File: src/rtl/uart_pkg.sv
// Shared definitions for the UART APB register interface: register offsets,
// LSR bit positions, IIR codes and the APB responder state encoding.
package uart_pkg;

  // Register offsets within the decoded address window
  localparam logic [7:0] THR_RBR = 8'h00;
  localparam logic [7:0] IER     = 8'h04;
  localparam logic [7:0] IIR_FCR = 8'h08;
  localparam logic [7:0] LCR     = 8'h0C;
  localparam logic [7:0] LSR     = 8'h14;

  // LSR bit positions
  localparam int LSR_DR   = 0;
  localparam int LSR_OE   = 1;
  localparam int LSR_PE   = 2;
  localparam int LSR_FE   = 3;
  localparam int LSR_THRE = 5;
  localparam int LSR_TEMT = 6;

  // IIR codes, highest priority first
  localparam logic [7:0] IIR_LINE_STATUS = 8'h06;
  localparam logic [7:0] IIR_RX_DATA     = 8'h04;
  localparam logic [7:0] IIR_THR_EMPTY   = 8'h02;
  localparam logic [7:0] IIR_NONE        = 8'h01;

  // Reset value of the line control register (8 data bits, 1 stop, no parity)
  localparam logic [7:0] LCR_RESET = 8'h03;

  typedef enum logic [1:0] {
    ST_IDLE   = 2'd0,
    ST_ACCESS = 2'd1,
    ST_END    = 2'd2
  } apb_state_e;

  // Assemble the LSR image; sticky = {FE, PE, OE}
  function automatic logic [7:0] lsr_pack(input logic       dr,
                                          input logic [2:0] sticky,
                                          input logic       thre,
                                          input logic       temt);
    logic [7:0] v;
    v           = 8'h00;
    v[LSR_DR]   = dr;
    v[LSR_OE]   = sticky[0];
    v[LSR_PE]   = sticky[1];
    v[LSR_FE]   = sticky[2];
    v[LSR_THRE] = thre;
    v[LSR_TEMT] = temt;
    return v;
  endfunction

endpackage

File: src/rtl/uart_irq_prio.sv
// Interrupt identification encoder: picks the highest-priority enabled
// interrupt source and reports it as an IIR code plus a level irq.
module uart_irq_prio
  import uart_pkg::*;
(
  input  logic [2:0] ier_i,     // [0] rx data, [1] thr empty, [2] line status
  input  logic       dr_i,
  input  logic       thre_i,
  input  logic [2:0] sticky_i,  // {FE, PE, OE}
  output logic [7:0] iir_o,
  output logic       irq_o
);

  // Priority chain: line status errors, then received data, then THR empty
  always_comb begin
    iir_o = IIR_NONE;
    if (ier_i[2] && (|sticky_i)) begin
      iir_o = IIR_LINE_STATUS;
    end else if (ier_i[0] && dr_i) begin
      iir_o = IIR_RX_DATA;
    end else if (ier_i[1] && thre_i) begin
      iir_o = IIR_THR_EMPTY;
    end
  end

  assign irq_o = (iir_o != IIR_NONE);

endmodule

File: src/rtl/uart_apb_regif.sv
// APB3 responder and register file for the UART core. Decodes host accesses
// into THR/RBR/IER/IIR/FCR/LCR/LSR, issues one-cycle FIFO strobes, keeps the
// sticky line-status flags and drives the level interrupt.
module uart_apb_regif
  import uart_pkg::*;
#(
  parameter int DATA_WIDTH    = 8,
  parameter int ADDR_LSB_BITS = 8
) (
  input  logic                  pclk,
  input  logic                  preset,
  input  logic [31:0]           paddr,
  input  logic [31:0]           pwdata,
  input  logic                  pwrite,
  input  logic                  psel,
  input  logic                  penable,
  output logic [31:0]           prdata,
  output logic                  pready,
  output logic                  pslverr,
  output logic                  tx_push,
  output logic [DATA_WIDTH-1:0] tx_wdata,
  input  logic                  tx_full,
  input  logic                  tx_empty,
  input  logic                  tx_busy,
  output logic                  rx_pop,
  input  logic [DATA_WIDTH-1:0] rx_rdata,
  input  logic                  rx_empty,
  input  logic                  rx_pe_set,
  input  logic                  rx_fe_set,
  input  logic                  rx_oe_set,
  output logic                  fifo_clr_tx,
  output logic                  fifo_clr_rx,
  output logic [7:0]            lcr,
  output logic                  irq
);

  localparam logic [ADDR_LSB_BITS-1:0] A_THR_RBR = ADDR_LSB_BITS'(THR_RBR);
  localparam logic [ADDR_LSB_BITS-1:0] A_IER     = ADDR_LSB_BITS'(IER);
  localparam logic [ADDR_LSB_BITS-1:0] A_IIR_FCR = ADDR_LSB_BITS'(IIR_FCR);
  localparam logic [ADDR_LSB_BITS-1:0] A_LCR     = ADDR_LSB_BITS'(LCR);
  localparam logic [ADDR_LSB_BITS-1:0] A_LSR     = ADDR_LSB_BITS'(LSR);

  apb_state_e              state_q;
  logic                    pready_q, pslverr_q;
  logic [31:0]             prdata_q;
  logic                    tx_push_q, rx_pop_q, clr_tx_q, clr_rx_q;
  logic [DATA_WIDTH-1:0]   tx_wdata_q;
  logic [2:0]              ier_q;
  logic [7:0]              lcr_q;
  logic [2:0]              sticky_q, sticky_d;  // {FE, PE, OE}

  logic [ADDR_LSB_BITS-1:0] offset;
  logic                     access_start;
  logic [7:0]               lsr_val;
  logic [7:0]               iir_val;
  logic                     irq_w;

  logic                     dec_err, dec_push, dec_pop, dec_clr_rx, dec_clr_tx;
  logic                     dec_ier_wr, dec_lcr_wr, dec_lsr_rd;
  logic [31:0]              dec_rdata;

  // Address bits above the decoded window and write data above the byte lane
  // carry no meaning here.
  logic unused_bits;
  assign unused_bits = ^{paddr[31:ADDR_LSB_BITS], pwdata[31:8]};

  assign offset       = paddr[ADDR_LSB_BITS-1:0];
  assign access_start = (state_q == ST_IDLE) && psel && penable;
  assign lsr_val      = lsr_pack(!rx_empty, sticky_q, tx_empty, tx_empty & ~tx_busy);

  uart_irq_prio u_irq_prio (
    .ier_i    (ier_q),
    .dr_i     (!rx_empty),
    .thre_i   (tx_empty),
    .sticky_i (sticky_q),
    .iir_o    (iir_val),
    .irq_o    (irq_w)
  );

  // Decode the current access into its response and side effects
  always_comb begin
    dec_err    = 1'b0;
    dec_rdata  = 32'h0;
    dec_push   = 1'b0;
    dec_pop    = 1'b0;
    dec_clr_rx = 1'b0;
    dec_clr_tx = 1'b0;
    dec_ier_wr = 1'b0;
    dec_lcr_wr = 1'b0;
    dec_lsr_rd = 1'b0;
    if (pwrite) begin
      case (offset)
        A_THR_RBR: begin
          if (tx_full) dec_err  = 1'b1;  // byte dropped, master told so
          else         dec_push = 1'b1;
        end
        A_IER:     dec_ier_wr = 1'b1;
        A_IIR_FCR: begin
          dec_clr_rx = pwdata[1];
          dec_clr_tx = pwdata[2];
        end
        A_LCR:     dec_lcr_wr = 1'b1;
        default:   dec_err    = 1'b1;    // includes LSR, which is read-only
      endcase
    end else begin
      case (offset)
        A_THR_RBR: begin
          // An empty FIFO reads as zero without error or pop
          if (!rx_empty) begin
            dec_rdata = {{(32-DATA_WIDTH){1'b0}}, rx_rdata};
            dec_pop   = 1'b1;
          end
        end
        A_IER:     dec_rdata = {29'h0, ier_q};
        A_IIR_FCR: dec_rdata = {24'h0, iir_val};
        A_LCR:     dec_rdata = {24'h0, lcr_q};
        A_LSR: begin
          dec_rdata  = {24'h0, lsr_val};
          dec_lsr_rd = 1'b1;
        end
        default:   dec_err = 1'b1;
      endcase
    end
  end

  // APB handshake FSM with registered response and single-cycle strobes
  always_ff @(posedge pclk) begin
    if (preset) begin
      state_q    <= ST_IDLE;
      pready_q   <= 1'b0;
      pslverr_q  <= 1'b0;
      prdata_q   <= 32'h0;
      tx_push_q  <= 1'b0;
      tx_wdata_q <= '0;
      rx_pop_q   <= 1'b0;
      clr_tx_q   <= 1'b0;
      clr_rx_q   <= 1'b0;
      ier_q      <= 3'b000;
      lcr_q      <= LCR_RESET;
    end else begin
      pready_q  <= 1'b0;
      pslverr_q <= 1'b0;
      prdata_q  <= 32'h0;
      tx_push_q <= 1'b0;
      rx_pop_q  <= 1'b0;
      clr_tx_q  <= 1'b0;
      clr_rx_q  <= 1'b0;
      case (state_q)
        ST_IDLE: begin
          if (psel && penable) begin
            state_q   <= ST_ACCESS;
            pready_q  <= 1'b1;
            pslverr_q <= dec_err;
            prdata_q  <= dec_rdata;
            tx_push_q <= dec_push;
            rx_pop_q  <= dec_pop;
            clr_rx_q  <= dec_clr_rx;
            clr_tx_q  <= dec_clr_tx;
            if (dec_push)   tx_wdata_q <= pwdata[DATA_WIDTH-1:0];
            if (dec_ier_wr) ier_q      <= pwdata[2:0];
            if (dec_lcr_wr) lcr_q      <= pwdata[7:0];
          end
        end
        ST_ACCESS: state_q <= ST_END;
        ST_END: begin
          // Wait for the master to close the transfer so a held penable
          // cannot complete it twice
          if (!psel || !penable) state_q <= ST_IDLE;
        end
        default: state_q <= ST_IDLE;
      endcase
    end
  end

  // Sticky flags: a completing LSR read clears them, a coincident set wins
  always_comb begin
    sticky_d = sticky_q;
    if (access_start && dec_lsr_rd) sticky_d = 3'b000;
    sticky_d = sticky_d | {rx_fe_set, rx_pe_set, rx_oe_set};
  end

  // Sticky flag register
  always_ff @(posedge pclk) begin
    if (preset) sticky_q <= 3'b000;
    else        sticky_q <= sticky_d;
  end

  assign prdata      = prdata_q;
  assign pready      = pready_q;
  assign pslverr     = pslverr_q;
  assign tx_push     = tx_push_q;
  assign tx_wdata    = tx_wdata_q;
  assign rx_pop      = rx_pop_q;
  assign fifo_clr_tx = clr_tx_q;
  assign fifo_clr_rx = clr_rx_q;
  assign lcr         = lcr_q;
  assign irq         = irq_w;

endmodule

File: config.mk
export PLATFORM = sky130hd
export DESIGN_NAME = uart_apb_regif
export DESIGN_NICKNAME = d
export VERILOG_FILES = /design/src/rtl/uart_pkg.sv /design/src/rtl/uart_irq_prio.sv /design/src/rtl/uart_apb_regif.sv
export SDC_FILE = /design/constraint.sdc
export NUM_CORES = 1
export LEC_CHECK = 0
export CAP_MARGIN = 30
export CORE_AREA = 2 2 75 77
export DETAILED_ROUTE_END_ITERATION = 10
export DIE_AREA = 0 0 77 79
export PLACE_DENSITY = 0.85
export SYNTH_ARGS = -nofsm -noshare
export SYNTH_HDL_FRONTEND = slang
export SYNTH_SLANG_ARGS = --single-unit
File: constraint.sdc
create_clock -name pclk -period 2.55 [get_ports pclk]
set_input_delay 0.51 -clock pclk [delete_from_list [all_inputs] [get_ports pclk]]
set_output_delay 0.51 -clock pclk [all_outputs]
set_load 0.01 [all_outputs]
Yosys cells after proc, flatten, opt, wreduce, memory -nomap -nowiden
Index checks and enable logic that the tools add are counted.
{"block": "totals", "input_bits": 84, "reg_bits": 62, "elab_cells": 78, "latchBits": 0, "ram_bits": 0, "mem_bits_ro": 0, "n_memories": 0, "out_inout_bits": 55}
{"block": "op_classes", "add_sub_neg": 0, "mul": 0, "n_mux": 24, "n_reduce_logical": 25, "bitwise": 8, "order_cmp": 0, "shift": 0, "div_mod_pow": 0, "n_eq_ne": 9}
{"cell": "$pmux 8 s5", "count": 1}
{"cell": "$mux 8", "count": 3}
{"cell": "$eq 8x4->1 const B", "count": 2}
{"cell": "$reduce_or 5->1", "count": 3}
{"cell": "$mux 1", "count": 14}
{"cell": "$reduce_and 3->1", "count": 3}
{"cell": "$reduce_or 3->1", "count": 3}
{"cell": "$eq 8x3->1 const B", "count": 1}
{"cell": "$eq 8x5->1 const B", "count": 1}
{"cell": "$logic_not 8->1", "count": 1}
{"cell": "$ne 8x1->1 const B", "count": 1}
{"cell": "$logic_and 1x1->1", "count": 7}
{"cell": "$mux 2", "count": 3}
{"cell": "$not 1->1", "count": 6}
{"cell": "$pmux 2 s3", "count": 1}
{"cell": "$reduce_or 4->1", "count": 1}
{"cell": "$logic_not 1->1", "count": 3}
{"cell": "$mux 3", "count": 1}
{"cell": "$or 3x3->3", "count": 1}
{"cell": "$eq 2x1->1 const B", "count": 1}
{"cell": "$eq 2x2->1 const B", "count": 1}
{"cell": "$logic_not 2->1", "count": 1}
{"cell": "$ne 2x1->1 const B", "count": 1}
{"cell": "$ne 2x2->1 const B", "count": 1}
{"cell": "other kinds (5)", "count": 5}

Depth between registers and ports, before layout
Gate-level depths: netlist of run 1.
{"block": "depth", "depth_word": 6, "depth_mapped": 6, "ltp_nobuf": 4}

Hierarchy
A second synthesis of run 1 with hierarchy kept.
{"block": "hier_totals", "cells_unflattened": 211, "hier_area_um2": 1978.1}
{"mod": "uart_apb_regif", "cells_each": 197, "n_inst": 1, "seq_area_each_um2": 760.7, "area_per_inst_um2": 1890.6}
{"mod": "uart_irq_prio", "cells_each": 14, "n_inst": 1, "seq_area_each_um2": 0.0, "area_per_inst_um2": 87.6}

Worst setup path after synthesis of run 1
Ideal clock, no wire load.
{"block": "synth_path", "path_kind": "input port to flip-flop", "start": "input paddr[4]", "end": "register tx_wdata_q[0], in the netlist tx_wdata[0]", "setup_time_ps": 72, "path_buffers": 0, "path_slack_ps": 866, "t_required_ps": 2478, "path_stages": 3, "t_arrival_ps": 1613, "path_cell_list": "or2_2 > nor4_4 > mux2i_1"}
{"block": "synth_via", "elab_chain_cells": 4}
{"item": "start, declared", "line_no": "uart_apb_regif.sv:12", "source": "input logic [31:0] paddr,"}
{"item": "$logic_not 8->1", "line_no": "uart_apb_regif.sv:92", "source": "case (offset)"}
{"item": "$mux 1", "line_no": "uart_apb_regif.sv:92"}
{"item": "$mux 1", "line_no": "uart_apb_regif.sv:91", "source": "if (pwrite) begin"}
{"item": "$reduce_and 3->1 (no line)"}
{"item": "end signal, assigned", "line_no": "uart_apb_regif.sv:159", "source": "if (dec_push) tx_wdata_q <= pwdata[DATA_WIDTH-1:0];"}
{"item": "end, declared", "line_no": "uart_apb_regif.sv:47", "source": "logic [DATA_WIDTH-1:0] tx_wdata_q;"}
No other way between the ends.
A chain may end at the register's enable or synchronous reset.

Final worst setup path of run 1
{"block": "layout_path", "start": "input rx_empty", "end": "output irq"}
{"block": "layout_via", "elab_chain_cells": 5}
{"item": "start, declared", "line_no": "uart_apb_regif.sv:27", "source": "input logic rx_empty,"}
{"item": "$logic_not 1->1"}
{"item": "$logic_and 1x1->1", "line_no": "uart_irq_prio.sv:19", "source": "end else if (ier_i[0] && dr_i) begin"}
{"item": "$mux 8", "line_no": "uart_irq_prio.sv:19"}
{"item": "$mux 8", "line_no": "uart_irq_prio.sv:17", "source": "if (ier_i[2] && (|sticky_i)) begin"}
{"item": "$ne 8x1->1", "line_no": "uart_irq_prio.sv:26", "source": "assign irq_o = (iir_o != IIR_NONE);"}
{"item": "end, declared", "line_no": "uart_apb_regif.sv:34", "source": "output logic irq"}
No other way between the ends.

==> flow_summary.toml, run 1 <==
[status]
outcome = "finished, final reports clean"

[layout]
fill_cells = 518
multi_input_area_um2 = 925
postLayoutCoreUtil_pct = 48.9
area.sequential_um2 = 761
diodes = 0
drive_above_1_share_pct = 7.34
nets = 369
post-route-cell-area_um2 = 2610
area.growth.synth_to_final_pct = 42.3

[sta]
setup_repair_after_global_routing_missed_its_margin = "no"
period_needed_ns = 2.39
final_hold_viol_count = 0
worst_slew_margin_rel_pct = 55.4
fmax_mhz = 419
setup_total_negative_slack_ns = 0
final.period_utilization_pct = 93.5
worstMarginPinSlew_ns = 0.668
slew_violations = 0
setup_viol_count_final = 0
fin_worst_hold_slack_ns = 0.461
worst_clock_skew_ns = 0.00821

[detailed_routing]
drc_errors = 0
wire_per_inst_um = 13.3
first_pass_iters = 4
drtIter0Drc = 103
avgViaCountPerCell = 4.82
routed-via-count = 1725
sum_of_routed_wire_length_over_all_layers_um = 4760
final_antenna_net_count = 0

[floorplan]
core_area_um2 = 5340
die_height_um = 79
placement_rows = 27
boundaryPins = 139
fp.dieArea_um2 = 6080
initial_core_util_pct = 34.4
die_w_um = 77

[global_routing]
grt_use_total_pct = 15.6
overflow = 0
grt_antenna_before_repair = 0
wire_length_of_the_first_global_routing_pass_um = 7560
grt_start_max_net_pins = 25
number_of_global_route_vias_before_repair = 1683

[clock_tree]
cts_num_sinks = 38
cts_tree = "yes"
postcts_resize_cnt = 0
postCtsSetupBuffers = 0
ctsRootBufferMaster = "clkbuf_8"
worst_setup_hold_path_clk_slew_ns = 0.07
clk-insertion-delay-late_ns = 0.30
clock_tree.buffer_depth = 2
cts_made_buffers = 5
postCtsHoldBufs = 0
clock_tree.htree_level_count = 2

[synth]
synthTopCellsByCount = "38 x dfxtp_1, 29 x nand2_1, 24 x buf_4"
ys_async_sr_fraction_pct = 0
share_of_the_yosys_chip_area_belonging_to_registers_pct = 41.5
synth-seq-cells = 38
postSynthAreaPerCell_um2 = 8.57
post_synth_top_flop = "dfxtp_1"
synthDominantCellAreaShare_pct = 41.5
mappedNetlistArea_um2 = 1830
synth_edf_count = 0
synth.area.top_cells = "dfxtp_1 41%, buf_4 9.8%, mux2i_1 7.6%, nand2_1 5.9%, o21ai_0 3.8%"
synth_top_cell_by_area = "dfxtp_1"
yosys_warnings = 0
postSynthCellCount = 214
synth.distinct_cells = 38
synthMostInstantiatedCell = "dfxtp_1"

[worst_setup_path]
cp.required_ns = 2.04
critical_path_arrival_ns = 1.88
timing.critical_path.from = "rx_empty"
ff2ff_path_depth = 4
crit_path_max_fanout = 4
critical_path.reg2reg.startpoint = "state_q[1]$_SDFFE_PP0P_"
reg_to_reg_critical_path_endpoint = "prdata[0]$_SDFF_PP0_"
critical_path.endpoint = "irq"
timing.critical_path.to_type = "output pin"
timing.setup.critical_path_class = "primary input to output pin"
crit_path_start_kind = "primary input"
setup.reg_to_reg.worst_slack_ns = 0.99

[placement]
gp_congestion = 0.869
portBuffers = 66
dp_hpwl_um = 3670
detailed_place.area_um2 = 2510

[power_and_ir_drop]
power.density_cell_area_nw_per_um2 = 455
cellLeakagePower_nw = 0.980
power.total_mw = 1.19
vdd_drop_max_mv = 0.193

[hold_path]
timing.hold.worst.class = "flip-flop to flip-flop"

[flow_run]
drv.max_cap_violation_count = 0
==> state kept, by name, summed over array words and instances (netlist names), 2 cells and up <==
signal / count
state_q: 2
sticky_q: 3
lcr: 8
prdata: 8
tx_wdata: 8
ier_q: 3
==> kinds of logic (layout without fill, tap and decap cells) <==
| kind of cell | after synthesis | count (layout) | share of synthesized area (%) |
|---|---|---|---|
| buffers and inverters | 38 | 87 | 12.8 |
| AND/OR/NAND/NOR | 79 | 79 | 22.2 |
| other | 1 | 24 | 0.204 |
| AO/OA/AOI/OAI | 43 | 43 | 15.0 |
| multiplexers | 15 | 15 | 8.25 |
| flip-flops | 38 | 38 | 41.5 |
==> worst max-delay path, cell delays in order <==
cell,delay (ns)
clkdlybuf4s50_1,0.47
nor2b_1,0.21
nor2_1,0.08
nand2_1,0.07
clkdlybuf4s50_1,0.53
==> through the flow <==
step | cells | worst slack (ns)
floorplan | 237 | 0.866
global placement | 350 | 0.182
detailed placement | 350 | 0.173
CTS | 358 | 0.166
global route | 358 | 0.132
finish | 358 | 0.165
==> routing by layer <==
metal | part of all wire (%) | GRT usage, % | up-vias
met3 | 6.6 | 4.32 | 10
met4 | 2.3 | 7.14 | 0
li1 | - | - | 845
met1 | 41 | 17.3 | 801
met2 | 50 | 28.0 | 69
met5 | 0 | 0 | -
==> report_power, final <==
group          internal, mW  switching (mW)  leakage, nW
Combinational        0.0736          0.0736        0.626
Sequential            0.600         0.00542        0.308
Clock                 0.217           0.217       0.0472
Total                 0.891           0.296        0.980
==> placed cells by master, fill, tap and decap left out, types with 2 or more instances in the layout <==
master           synthesis  final
clkdlybuf4s50_1          0     66
dfxtp_1                 38     38
nand2_1                 29     29
conb_1                   1     24
nor2_1                  14     14
o21ai_0                 14     14
mux2i_1                 14     14
nand3_1                 13     13
a21oi_1                 10     10
buf_4                   24      8
clkbuf_8                 0      6
inv_1                    5      5
a22o_1                   4      4
nor2b_1                  3      3
and3_1                   3      3
a22oi_1                  3      3
o2bb2ai_1                3      3
nor3_1                   3      3
nand4_1                  2      2
nor4_1                   2      2
a32oi_1                  2      2
a31oi_1                  2      2
==> final cells by class <==
| class | instances | share of cell area, % |
|---|---|---|
| Multi-Input combinational cell | 161 | 35.4 |
| Inverter | 5 | 0.719 |
| Tap cell | 72 | 3.45 |
| Clock buffer | 6 | 3.16 |
| Timing Repair Buffer | 74 | 27.6 |
| Sequential cell | 38 | 29.1 |
| Clock inverter | 2 | 0.479 |
==> worst min path at each step <==
stage / from / to / slack, ns / cells after the start
final: tx_wdata[1]$_SDFFE_PP0P_ / tx_wdata[1]$_SDFFE_PP0P_ / 0.46 / 2
after global routing: tx_wdata[7]$_SDFFE_PP0P_ / tx_wdata[7]$_SDFFE_PP0P_ / 0.49 / 2
after CTS: tx_wdata[1]$_SDFFE_PP0P_ / tx_wdata[1]$_SDFFE_PP0P_ / 0.46 / 2
after detailed placement: tx_wdata[1]$_SDFFE_PP0P_ / tx_wdata[1]$_SDFFE_PP0P_ / 0.45 / 2
after global placement: tx_wdata[3]$_SDFFE_PP0P_ / tx_wdata[3]$_SDFFE_PP0P_ / 0.44 / 2
after floorplan: ier_q[0]$_SDFFE_PP0P_ / ier_q[0]$_SDFFE_PP0P_ / 0.45 / 2
Note: power is estimated with default switching activity, not from simulation.
==> run 2, diff against run 1 <==
--- a/config.mk
+++ b/config.mk
@@ -6,9 +6,11 @@
 export NUM_CORES = 1
 export LEC_CHECK = 0
 export CAP_MARGIN = 30
-export CORE_AREA = 2 2 75 77
+export CELL_PAD_IN_SITES_DETAIL_PLACEMENT = 1
+export CELL_PAD_IN_SITES_GLOBAL_PLACEMENT = 2
+export CORE_AREA = 2 2 104 106
 export DETAILED_ROUTE_END_ITERATION = 10
-export DIE_AREA = 0 0 77 79
+export DIE_AREA = 0 0 106 108
 export PLACE_DENSITY = 0.85
 export SYNTH_ARGS = -nofsm -noshare
 export SYNTH_HDL_FRONTEND = slang
==> flow_summary.toml, run 2 (synthesis results as in run 1) <==
[worst_setup_path]
critical_path.reg2reg.startpoint = "state_q[1]$_SDFFE_PP0P_"
crit_path_max_fanout = 3
cpPeakStageDelay_ns = 0.53
cell_breakdown_of_the_critical_path = "clkdlybuf4s50_1 > nor2b_1 > nor2_1 > nand2_1 > clkdlybuf4s50_1"
cp.required_ns = 2.04
crit_path_start_kind = "primary input"
timing.critical_path.max_delay_family = "buffers and inverters"
critPathSlowestCell = "clkdlybuf4s50_1"
timing.setup.critical_path_class = "primary input to output pin"
reg_to_reg_critical_path_endpoint = "tx_wdata[5]$_SDFFE_PP0P_"
crit_top_cell = "clkdlybuf4s50_1"
timing.critical_path.to_type = "output pin"
critical_path_arrival_ns = 1.86
setup.reg_to_reg.worst_slack_ns = 0.98
critPathBufInv = 2
ff2ff_path_depth = 5

[sta]
final_hold_viol_count = 0
setup_total_negative_slack_ns = 0
worst_clock_skew_ns = 0.0109
setup_viol_count_final = 0
period_needed_ns = 2.37
finalWorstSetupSlack_ns = 0.183
fmax_mhz = 423
final.period_utilization_pct = 92.8
worstMarginPinSlew_ns = 0.708
slew_violations = 0
setup_repair_after_global_routing_missed_its_margin = "no"
worst_slew_margin_rel_pct = 52.7

[hold_path]
min_delay_worst_endpoint = "tx_wdata[1]$_SDFFE_PP0P_"
timing.hold.worst.class = "flip-flop to flip-flop"
start_point_of_the_worst_hold_path = "tx_wdata[1]$_SDFFE_PP0P_"
hold_path_depth = 2

[layout]
diodes = 0
stdcell_count = 425
nets = 372
mostFrequentLayoutCell = "clkdlybuf4s50_1"
layout.cells.most_common_list = "66 x clkdlybuf4s50_1, 38 x dfxtp_1, 29 x nand2_1, 24 x conb_1"
drive_above_1_share_pct = 7.96
area.growth.synth_to_final_pct = 47.7
post-route-cell-area_um2 = 2710

[global_routing]
grt_use_total_pct = 10.5
grt_start_max_net_pins = 25
overflow = 0
number_of_global_route_vias_before_repair = 1797
grt_antenna_before_repair = 0
wire_length_of_the_first_global_routing_pass_um = 9320

[clock_tree]
worst_setup_hold_path_clk_slew_ns = 0.08
postCtsSetupBuffers = 0
cts_num_sinks = 38
clk-insertion-delay-late_ns = 0.29
ctsRootBufferMaster = "clkbuf_8"
cts_tree = "yes"
cts_made_buffers = 5
clock_tree.htree_level_count = 2
postcts_resize_cnt = 0
postCtsHoldBufs = 0
clock_tree.buffer_depth = 2

[placement]
detailed_place.area_um2 = 2620
place_inst = 417
place_ws_ns = 0.188
gp_congestion = 0.761
dp_hpwl_um = 4710
portBuffers = 66

[floorplan]
die_height_um = 108
core_area_um2 = 10200
die_w_um = 106
fp.dieArea_um2 = 11400
initial_core_util_pct = 17.9
boundaryPins = 139
placement_rows = 37

[status]
outcome = "finished, final reports clean"

[detailed_routing]
final_antenna_net_count = 0
wire_per_inst_um = 14.0
avgViaCountPerCell = 4.02
drc_errors = 0
first_pass_iters = 4
drtIter0Drc = 57
routed-via-count = 1709
sum_of_routed_wire_length_over_all_layers_um = 5960

[power_and_ir_drop]
power.total_mw = 1.20
cellLeakagePower_nw = 0.997
power.density_cell_area_nw_per_um2 = 442
vdd_drop_max_mv = 0.148

[flow_run]
drv.max_cap_violation_count = 0
-- run 2: metal layers --
layer,GRT usage [%],wire length (um)
met4,2.54,61
met5,0,0
met3,4.16,466
met1,12.3,2570
met2,18.2,2860
-- run 2: power breakdown --
| part | leakage [nW] | switching [mW] | internal [mW] |
|---|---|---|---|
| clock network | 0.0482 | 0.218 | 0.218 |
| logic | 0.641 | 0.0781 | 0.0759 |
| registers | 0.308 | 0.00607 | 0.600 |
| total | 0.997 | 0.302 | 0.894 |
-- run 2: worst reg2reg max path: cells and delay by family, from the launching register on --
family | cells | cell delay [ns]
and+or+nand+nor | 3 | 0.69
DFF | 1 | 0.34
buffers and inverters | 1 | 0.24
muxes | 1 | 0.22
-- run 2: layout make-up --
type	count	area, um^2
clock buffer	7	86.3
clock inverter	1	5.00
fill	1193	7520
inverter	5	18.8
multi-input combinational	161	925
sequential	38	761
tap	136	170
timing repair buffer	77	743
-- run 2: through the flow --
| stage | hold WS (ns) | utilization (%) |
|---|---|---|
| after floorplan | 0.446 | - |
| after global placement | 0.445 | 25.6 |
| after detailed placement | 0.460 | 25.6 |
| after CTS | 0.476 | 26.5 |
| after global routing | 0.497 | 26.5 |
| final | 0.470 | 26.5 |
-- run 2: how the worst max path moves through the flow --
stage | from | end | cells after the start
final | rx_empty | irq | 5
after detailed placement | rx_empty | irq | 5
after floorplan | paddr[4] | tx_wdata[0]$_SDFFE_PP0P_ | 3
after global routing | rx_empty | irq | 5
after CTS | rx_empty | irq | 5
after global placement | rx_empty | irq | 5
